[src/rtl/text_console_writer.sv]
// text_console_writer
//
// Character-stream front end for the text-mode display buffer. Bytes arrive
// over a valid/ready handshake. Printable characters are written at a linear
// cursor. CR, LF, BS and FF move the cursor or clear the screen. Every other
// byte is swallowed. The display buffer write port (wraddr/wrdata/we) is fully
// registered, so a write appears in the cycle after the accepting edge.
//
// Optional feature macro: CONSOLE_LINECLR_EN
//   When it is defined, every line advance (LF or end-of-line wrap) blanks the
//   new row through an extra LINECLR fill state. When it is undefined, a line
//   advance only moves the cursor, and the old row contents stay on screen.
//
// The cursor is tracked as (row, column, row base address). This means the
// linear address row*COLS+col never needs a multiplier or a divider. The row
// base steps by COLS on each line advance and wraps back to 0 explicitly.

module text_console_writer #(
    parameter int          COLS  = 80,
    parameter int          ROWS  = 30,
    parameter logic [7:0]  BLANK = 8'h20
) (
    input  logic        clk,
    input  logic        rst,
    input  logic [7:0]  in_data,
    input  logic        in_valid,
    output logic        in_ready,
    output logic [11:0] wraddr,
    output logic [7:0]  wrdata,
    output logic        we,
    output logic [11:0] cursor,
    output logic        busy
);

    // Screen geometry as 12-bit constants so all address arithmetic stays 12 bits wide
    localparam logic [11:0] LAST_ADDR = 12'(COLS * ROWS - 1);
    localparam logic [11:0] LAST_COL  = 12'(COLS - 1);
    localparam logic [11:0] LAST_ROW  = 12'(ROWS - 1);
    localparam logic [11:0] ROW_STEP  = 12'(COLS);

    // Control bytes understood by the console
    localparam logic [7:0] CH_BS = 8'h08;
    localparam logic [7:0] CH_LF = 8'h0A;
    localparam logic [7:0] CH_FF = 8'h0C;
    localparam logic [7:0] CH_CR = 8'h0D;

`ifdef CONSOLE_LINECLR_EN
    typedef enum logic [1:0] {
        S_IDLE    = 2'd0,
        S_CLEAR   = 2'd1,
        S_LINECLR = 2'd2
    } state_t;
`else
    typedef enum logic [1:0] {
        S_IDLE    = 2'd0,
        S_CLEAR   = 2'd1
    } state_t;
`endif

    state_t      r_state;

    // Cursor bookkeeping: column, row, and the linear address of column 0 of that row
    logic [11:0] r_col;
    logic [11:0] r_row;
    logic [11:0] r_rowBase;
    logic [11:0] r_cursor;

    // Fill engine: current address and the inclusive last address of this fill
    logic [11:0] r_fill;
    logic [11:0] r_fillEnd;

    // Registered display buffer write port
    logic [11:0] r_wraddr;
    logic [7:0]  r_wrdata;
    logic        r_we;

    // Byte classification of the incoming character
    logic        w_isPrint;
    logic        w_isCR;
    logic        w_isLF;
    logic        w_isBS;
    logic        w_isFF;
    logic        w_lineAdvance;

    // Cursor position after a line advance and after a backspace
    logic [11:0] w_nextRow;
    logic [11:0] w_nextRowBase;
    logic [11:0] w_prevCol;
    logic [11:0] w_prevRow;
    logic [11:0] w_prevRowBase;

    // Decode the incoming byte; a line advance is an LF or a printable byte in the last column
    always_comb begin
        w_isPrint     = (in_data >= 8'h20) && (in_data <= 8'h7E);
        w_isCR        = (in_data == CH_CR);
        w_isLF        = (in_data == CH_LF);
        w_isBS        = (in_data == CH_BS);
        w_isFF        = (in_data == CH_FF);
        w_lineAdvance = w_isLF || (w_isPrint && (r_col == LAST_COL));
    end

    // Neighbouring cursor positions; the bottom row wraps to the top with no scrolling
    always_comb begin
        if (r_row == LAST_ROW) begin
            w_nextRow     = 12'd0;
            w_nextRowBase = 12'd0;
        end else begin
            w_nextRow     = r_row + 12'd1;
            w_nextRowBase = r_rowBase + ROW_STEP;
        end

        if (r_col == 12'd0) begin
            w_prevCol     = LAST_COL;
            w_prevRow     = r_row - 12'd1;
            w_prevRowBase = r_rowBase - ROW_STEP;
        end else begin
            w_prevCol     = r_col - 12'd1;
            w_prevRow     = r_row;
            w_prevRowBase = r_rowBase;
        end
    end

    // Main state machine: byte interpretation in IDLE, one blank write per cycle in fill states
    always_ff @(posedge clk or posedge rst) begin
        if (rst) begin
            r_state   <= S_CLEAR;
            r_col     <= 12'd0;
            r_row     <= 12'd0;
            r_rowBase <= 12'd0;
            r_cursor  <= 12'd0;
            r_fill    <= 12'd0;
            r_fillEnd <= LAST_ADDR;
            r_wraddr  <= 12'd0;
            r_wrdata  <= 8'd0;
            r_we      <= 1'b0;
        end else begin
            r_we <= 1'b0;

            if (r_state == S_IDLE) begin
                if (in_valid) begin
                    if (w_isPrint) begin
                        r_wraddr <= r_cursor;
                        r_wrdata <= in_data;
                        r_we     <= 1'b1;
                    end

                    if (w_lineAdvance) begin
                        r_col     <= 12'd0;
                        r_row     <= w_nextRow;
                        r_rowBase <= w_nextRowBase;
                        r_cursor  <= w_nextRowBase;
`ifdef CONSOLE_LINECLR_EN
                        r_state   <= S_LINECLR;
                        r_fill    <= w_nextRowBase;
                        r_fillEnd <= w_nextRowBase + LAST_COL;
`endif
                    end else if (w_isPrint) begin
                        r_col    <= r_col + 12'd1;
                        r_cursor <= r_cursor + 12'd1;
                    end else if (w_isCR) begin
                        r_col    <= 12'd0;
                        r_cursor <= r_rowBase;
                    end else if (w_isBS) begin
                        if (r_cursor != 12'd0) begin
                            r_col     <= w_prevCol;
                            r_row     <= w_prevRow;
                            r_rowBase <= w_prevRowBase;
                            r_cursor  <= r_cursor - 12'd1;
                        end
                    end else if (w_isFF) begin
                        r_col     <= 12'd0;
                        r_row     <= 12'd0;
                        r_rowBase <= 12'd0;
                        r_cursor  <= 12'd0;
                        r_state   <= S_CLEAR;
                        r_fill    <= 12'd0;
                        r_fillEnd <= LAST_ADDR;
                    end
                end
            end else begin
                r_wraddr <= r_fill;
                r_wrdata <= BLANK;
                r_we     <= 1'b1;
                if (r_fill == r_fillEnd) begin
                    r_state <= S_IDLE;
                end else begin
                    r_fill <= r_fill + 12'd1;
                end
            end
        end
    end

    assign in_ready = (r_state == S_IDLE);
    assign busy     = (r_state != S_IDLE);
    assign wraddr   = r_wraddr;
    assign wrdata   = r_wrdata;
    assign we       = r_we;
    assign cursor   = r_cursor;

endmodule

[config.mk]
export PLATFORM = sky130hd
export DESIGN_NAME = text_console_writer
export DESIGN_NICKNAME = d
export VERILOG_FILES = /design/src/rtl/text_console_writer.sv
export SDC_FILE = /design/constraint.sdc
export NUM_CORES = 1
export LEC_CHECK = 0
export ABC_CLOCK_PERIOD_IN_PS = 3000
export BUFFER_PORTS_ARGS = -buffer_cell sky130_fd_sc_hd__buf_2
export CORE_MARGIN = 2
export CORE_UTILIZATION = 44
export CTS_CLUSTER_SIZE = 25
export DETAILED_ROUTE_END_ITERATION = 10
export GPL_TIMING_DRIVEN = 0
export HOLD_SLACK_MARGIN = 0.15
export PLACE_DENSITY = 0.7
export SKIP_LAST_GASP = 1
export SLEW_MARGIN = 20
export SYNTH_ARGS = -nofsm -noshare
export SYNTH_HDL_FRONTEND = slang
export SYNTH_SLANG_ARGS = --single-unit
[constraint.sdc]
create_clock -name clk -period 3 [get_ports clk]
set_input_delay 0.75 -clock clk [delete_from_list [all_inputs] [get_ports clk]]
set_output_delay 0.75 -clock clk [all_outputs]
set_load 0.03 [all_outputs]
# After elaboration in Yosys (flattened, before gate mapping)
# Cells that the tools add are included.
dict set report op_classes {
  addsub 9
  magnitude_cmp 2
  n_eq_ne 20
  n_mux 50
  n_reduce_logical 15
}
# cell count
set ops {}
lappend ops {{$mux 12} 36}
lappend ops {{$add 12x1->12 const B} 4}
lappend ops {{$sub 12x1->12 const B} 3}
lappend ops {{$eq 8x4->1 const B} 4}
lappend ops {{$mux 8} 3}
lappend ops {{$reduce_and 7->1} 3}
lappend ops {{$mux 2} 8}
lappend ops {{$add 12x7->12 const B} 1}
lappend ops {{$eq 12x12->1 const B} 1}
lappend ops {{$eq 12x5->1 const B} 1}
lappend ops {{$eq 12x7->1 const B} 1}
lappend ops {{$logic_not 12->1} 1}
lappend ops {{$ne 2x2->1 const B} 6}
lappend ops {{$reduce_bool 12->1} 1}
lappend ops {{$sub 12x7->12 const B} 1}
lappend ops {{$ge 8x6->1 const B} 1}
lappend ops {{$le 8x7->1 const B} 1}
lappend ops {{$ne 2x1->1 const B} 4}
lappend ops {{$ne 3x1->1 const B} 2}
lappend ops {{$ne 5x3->1 const B} 1}
lappend ops {{$reduce_bool 5->1} 1}
lappend ops {{$reduce_and 4->1} 1}
lappend ops {{$reduce_bool 2->1} 2}
lappend ops {{$mux 1} 3}
lappend ops {{5 further kinds} 6}
dict set report word_totals {
  regBits 83
  input_bits 11
  out_inout_bits 35
  elab_cells 105
}

# Depth between registers and ports, before layout
dict set report logic_depth {
  depth_word 8
  mapped_depth 10
  ltp_nobuf 8
}

# Worst setup path before layout
# No wires, ideal clock.
dict set report synth_timing {
  kind {in2reg}
  startpoint {input in_data[5]}
  endpoint {register r_fill[7]}
  setup_ns 0.149
  arrival_ns 2.525
  t_required_ns 2.851
  slack_ns 0.326
  path_stages 7
  n_path_buf 1
  path_cell_list {or4_4 > buf_6 > or4_4 > a211oi_2 > nand4_1 > xor2_1 > nor2_1}
}
dict set report synth_via {
  elab_chain_len 6
  word_cells_on_any_way 15
  classes_between {order compare: 2; eq/ne: 9; reduce/logical: 4}
}
# element line
set synth_lines {}
lappend synth_lines {{start, declared} 25} ;# input logic [7:0] in_data,
lappend synth_lines {{$ge 8x6->1 or $le 8x7->1 (tied branches)} 94} ;# w_isPrint = (in_data >= 8'h20) && (in_data <= 8'h7E);
lappend synth_lines {{$logic_and 1x1->1} 94}
lappend synth_lines {{$logic_and 1x1->1} 99} ;# w_lineAdvance = w_isLF || (w_isPrint && (r_col == LAST_COL));
lappend synth_lines {{$logic_or 1x1->1} 99}
lappend synth_lines {{$ne 2x2->1 (no line)} --}
lappend synth_lines {{$reduce_and 7->1 (no line) *} --}
lappend synth_lines {{end signal, assigned} 187} ;# r_fill <= r_fill + 12'd1;
lappend synth_lines {{end, declared} 69} ;# logic [11:0] r_fill;
# Every way passes the cells marked *; elsewhere a longest branch is shown, timed or not.
# A chain may end at the register's enable or synchronous reset.

# Worst setup path after layout
dict set report layout_timing {
  startpoint {input in_data[2]}
  endpoint {register r_cursor[8], in the netlist cursor[8]}
}
dict set report layout_via {
  elab_chain_len 6
  word_cells_on_any_way 16
  classes_between {order compare: 2; eq/ne: 5; mux: 4; reduce/logical: 5}
}
# element line
set layout_lines {}
lappend layout_lines {{$ge 8x6->1 or $le 8x7->1 (tied branches)} 94}
lappend layout_lines {{$logic_and 1x1->1} 94}
lappend layout_lines {{$logic_and 1x1->1} 99}
lappend layout_lines {{$logic_or 1x1->1} 99}
lappend layout_lines {{$ne 5x3->1 (no line) or $reduce_bool 5->1 (tied branches)} --}
lappend layout_lines {{$reduce_and 4->1 (no line)} --}
lappend layout_lines {{end signal, assigned} 151} ;# r_cursor <= w_nextRowBase;
lappend layout_lines {{end signal, assigned} 159} ;# r_cursor <= r_cursor + 12'd1;
lappend layout_lines {{end signal, assigned} 162} ;# r_cursor <= r_rowBase;
lappend layout_lines {{end, declared} 66} ;# logic [11:0] r_cursor;
# Several ways; a longest one is shown, not always the timed one.

==> key figures <==
STA
  – Clock Skews: 7.20 ps
  – RSZ-0062 raised after global routing: no
  – Setup TNS: 0 ps
  – Max-slew violations: 0
  – Fmax achieved: 345 MHz
  – Worst relative slew slack: 0.311
  – Final setup viols: 0
  – Worst-Margin Slew: 1030 ps
  – Setup ws final: 101 ps
  – Hold Vio Cnt, Final: 0
  – Final Critical Period: 2900 ps
  – Part of the cycle the worst path needs: 0.966

Power
  – Switching share of power: 0.251
  – P_sw: 0.000604 W
  – Pleak: 2.74 nW
  – Int Power: 0.00181 W
  – Sequential group share of total power: 0.461
  – VDD IR-drop max: 0.244 mV
  – Logic pwr share: 0.049
  – Clock power frac: 0.490
  – Total power divided by cell area: 378 mW/mm2

Clock network
  – CTS clock-pin slew for the worst setup and hold paths: 70 ps
  – Clock Path Buffers: 2
  – Worst skew pair latency: 360 ps
  – CTS tree: done
  – CTS Buf Count: 9
  – CTS Sinks: 82
  – CTS Root Cell: clkbuf_16
  – # hold bufs at CTS: 0
  – H-tree levels: 3

Setup path
  – Crit. End Element: flop
  – Worst path max stage delay: 500 ps
  – Critical path arrival: 3190 ps
  – Slowest CP cell: o41ai_2
  – CP required: 3290 ps
  – CP top delay family: compound AO/OA/AOI/OAI gates
  – Crit path cell chain: buf_2, nand3_1, o21ai_0, buf_2, o41ai_2, buf_2, nand2_1, buf_2, o21ai_1, a2bb2oi_1
  – CP most frequent cell: buf_2
  – CP Buf/Inv Count: 4
  – Crit-path max FO: 10
  – CP Depth: 10
  – CP Class: input pin to flop
  – Critical path launch point type: input pin
  – Worst r2r path cells: 8

Die
  – Die Wd: 117 um
  – DIE HEIGHT: 117 um
  – Initial core utilization: 0.446
  – Full die area: 0.0136 mm2
  – Rows: 41
  – I/O Pins: 46
  – Core area: 0.0125 mm2

Route
  – Final WL: 16700 um
  – DR WL/cell: 18.8 um
  – Detailed-route via count: 5478
  – DRT antenna net count: 0
  – Vias per Instance: 6.18
  – Drt drc: 0
  – DR pass1 iterations: 7
  – DR iter-0 viols: 546

Placed design
  – Post-DP HPWL: 11800 um
  – Gpl congestion: 0.914
  – Post-Place Worst Slack: -362 ps
  – I/O Buffers: 44
  – Post-DP Area: 0.00604 mm2

GRT
  – Number of global-route vias before repair: 5151
  – GRT Total Usage: 0.254
  – First-pass GRT wire length: 26900 um
  – Initial antenna violation count: 0
  – Largest net degree at the start of global routing: 44
  – Gr ovfl total: 0

Final layout
  – Ratio of cells with drive above 1 in the final layout: 0.148
  – Syn-to-layout area delta: 14.2%
  – Layout Nets: 732
  – Design Area, Final: 0.00637 mm2
  – Most common cell after layout, fill and taps aside: dfrtp_1
  – Most frequent cells in the layout: dfrtp_1 (81), o21ai_0 (57), buf_2 (57)
  – Ant. Diodes: 0

Logic synthesis
  – Mapped Area: 0.00558 mm2
  – Number of synthesized flops with an enable pin: 0
  – Post-synthesis cell type count: 74
  – Mapped Nets: 678
  – Register area share after synthesis: 0.368
  – Yosys reg bits: 82
  – Async set-reset flop share out of synthesis: 1.00
  – Synthesized area per cell: 8.52 um2
  – Top_reg_cell synth: dfrtp_1
  – Cells after Synth: 655
  – Yosys warns: 0

Flow run
  – Max_cap viols: 0

Outcome
  – Status: completed

Min path
  – Hold WC Path Type: input pin to asynchronous set/reset pin
## kinds of logic after synthesis
group                      count (synthesis)  share of synthesized area
xor gates and xnor gates                  23                     0.0361
and+or+nand+nor                          247                      0.232
AOI/OAI and AO/OA                        202                      0.250
adders and majority gates                 12                     0.0269
buffers and inverters                     72                     0.0565
DFF                                       82                      0.368
muxes                                     17                     0.0305
## metal layers
layer / up-vias / track usage / wire length (um)
met5: - / 0 / 0
met4: 0 / 0.106 / 414
met3: 29 / 0.0306 / 837
met2: 199 / 0.401 / 7800
met1: 2687 / 0.354 / 7600
li1: 2563 / - / -
## metrics by stage
step           hold slack, ps  utilization  power (W)  instances
2_1_floorplan             446            -    0.00121        655
3_3_place_gp              466        0.481    0.00124        871
3_5_place_dp              474        0.482    0.00125        872
4_1_cts                   453        0.508    0.00243        888
5_1_grt                   485        0.509    0.00248        886
6_report                  434        0.509    0.00241        886
## path summary, 6_finish.rpt
check / startpoint / end / slack (ps)
worst max register to register: r_col[4]$_DFFE_PP0P_ / cursor[8]$_DFFE_PP0P_ / 190
worst min-delay path: rst / cursor[4]$_DFFE_PP0P_ / 430
worst min register to register: r_rowBase[2]$_DFFE_PP0P_ / r_rowBase[2]$_DFFE_PP0P_ / 490
max in group asynchronous: rst / r_row[3]$_DFFE_PP0P_ / 1950
min in group clk: r_rowBase[2]$_DFFE_PP0P_ / r_rowBase[2]$_DFFE_PP0P_ / 490
worst max-delay path: in_data[2] / cursor[8]$_DFFE_PP0P_ / 100
## flip-flops by register name, summed over array words and instances, names as in the netlist
name	flops
cursor	12
r_col	12
r_fill	12
r_rowBase	12
r_row	12
wraddr	12
wrdata	8
r_state	1
we	1
## synth_stat cells, types with 4 or more instances
cell,number,area share
o31ai_1,11,0.015
a22o_1,6,0.0094
mux2i_1,17,0.030
and2_1,12,0.013
o32ai_1,4,0.0063
xnor2_1,8,0.013
dfrtp_1,81,0.36
nor3_1,30,0.027
nand2_1,52,0.035
a21o_1,9,0.012
nand3_1,26,0.023
a21oi_1,34,0.030
and3_1,13,0.015
nand4_1,11,0.012
a221oi_1,8,0.013
a22oi_1,9,0.012
a32oi_1,10,0.016
nor4_1,11,0.012
nor3b_1,4,0.0054
ha_1,12,0.027
or3_1,4,0.0045
inv_1,20,0.013
o22ai_1,8,0.0090
o21ai_0,57,0.051
o221ai_1,10,0.016
xor2_1,15,0.024
clkbuf_1,31,0.021
nor2_1,55,0.037
or4_1,4,0.0054
buf_2,15,0.013
## final cells by class
class	instances	area [um2]
Inverter	20	77.6
Tap cell	172	215
Sequential cell	82	2050
Clock inverter	7	83.8
Buffer	50	239
Multi-Input combinational cell	501	3240
Timing Repair Buffer	45	240
Fill cell	1237	6150
Clock buffer	9	225
## power by group through the flow
stage | sequential (W) | combinational, W | clock [W]
after floorplan | 0.00114 | 0.0000723 | 0
after detailed placement | 0.00113 | 0.000116 | 0
final | 0.00111 | 0.000118 | 0.00118
after global routing | 0.00111 | 0.000129 | 0.00124
after global placement | 0.00113 | 0.000110 | 0
after CTS | 0.00111 | 0.000117 | 0.00121
## repair_timing
action                                  4_1_cts  5_1_grt
buffers inserted                              0        0
cloned                                        0        0
resized for setup                             1        7
endpoints found under the setup margin        4       28
Note: power is estimated with default switching activity, not from simulation.
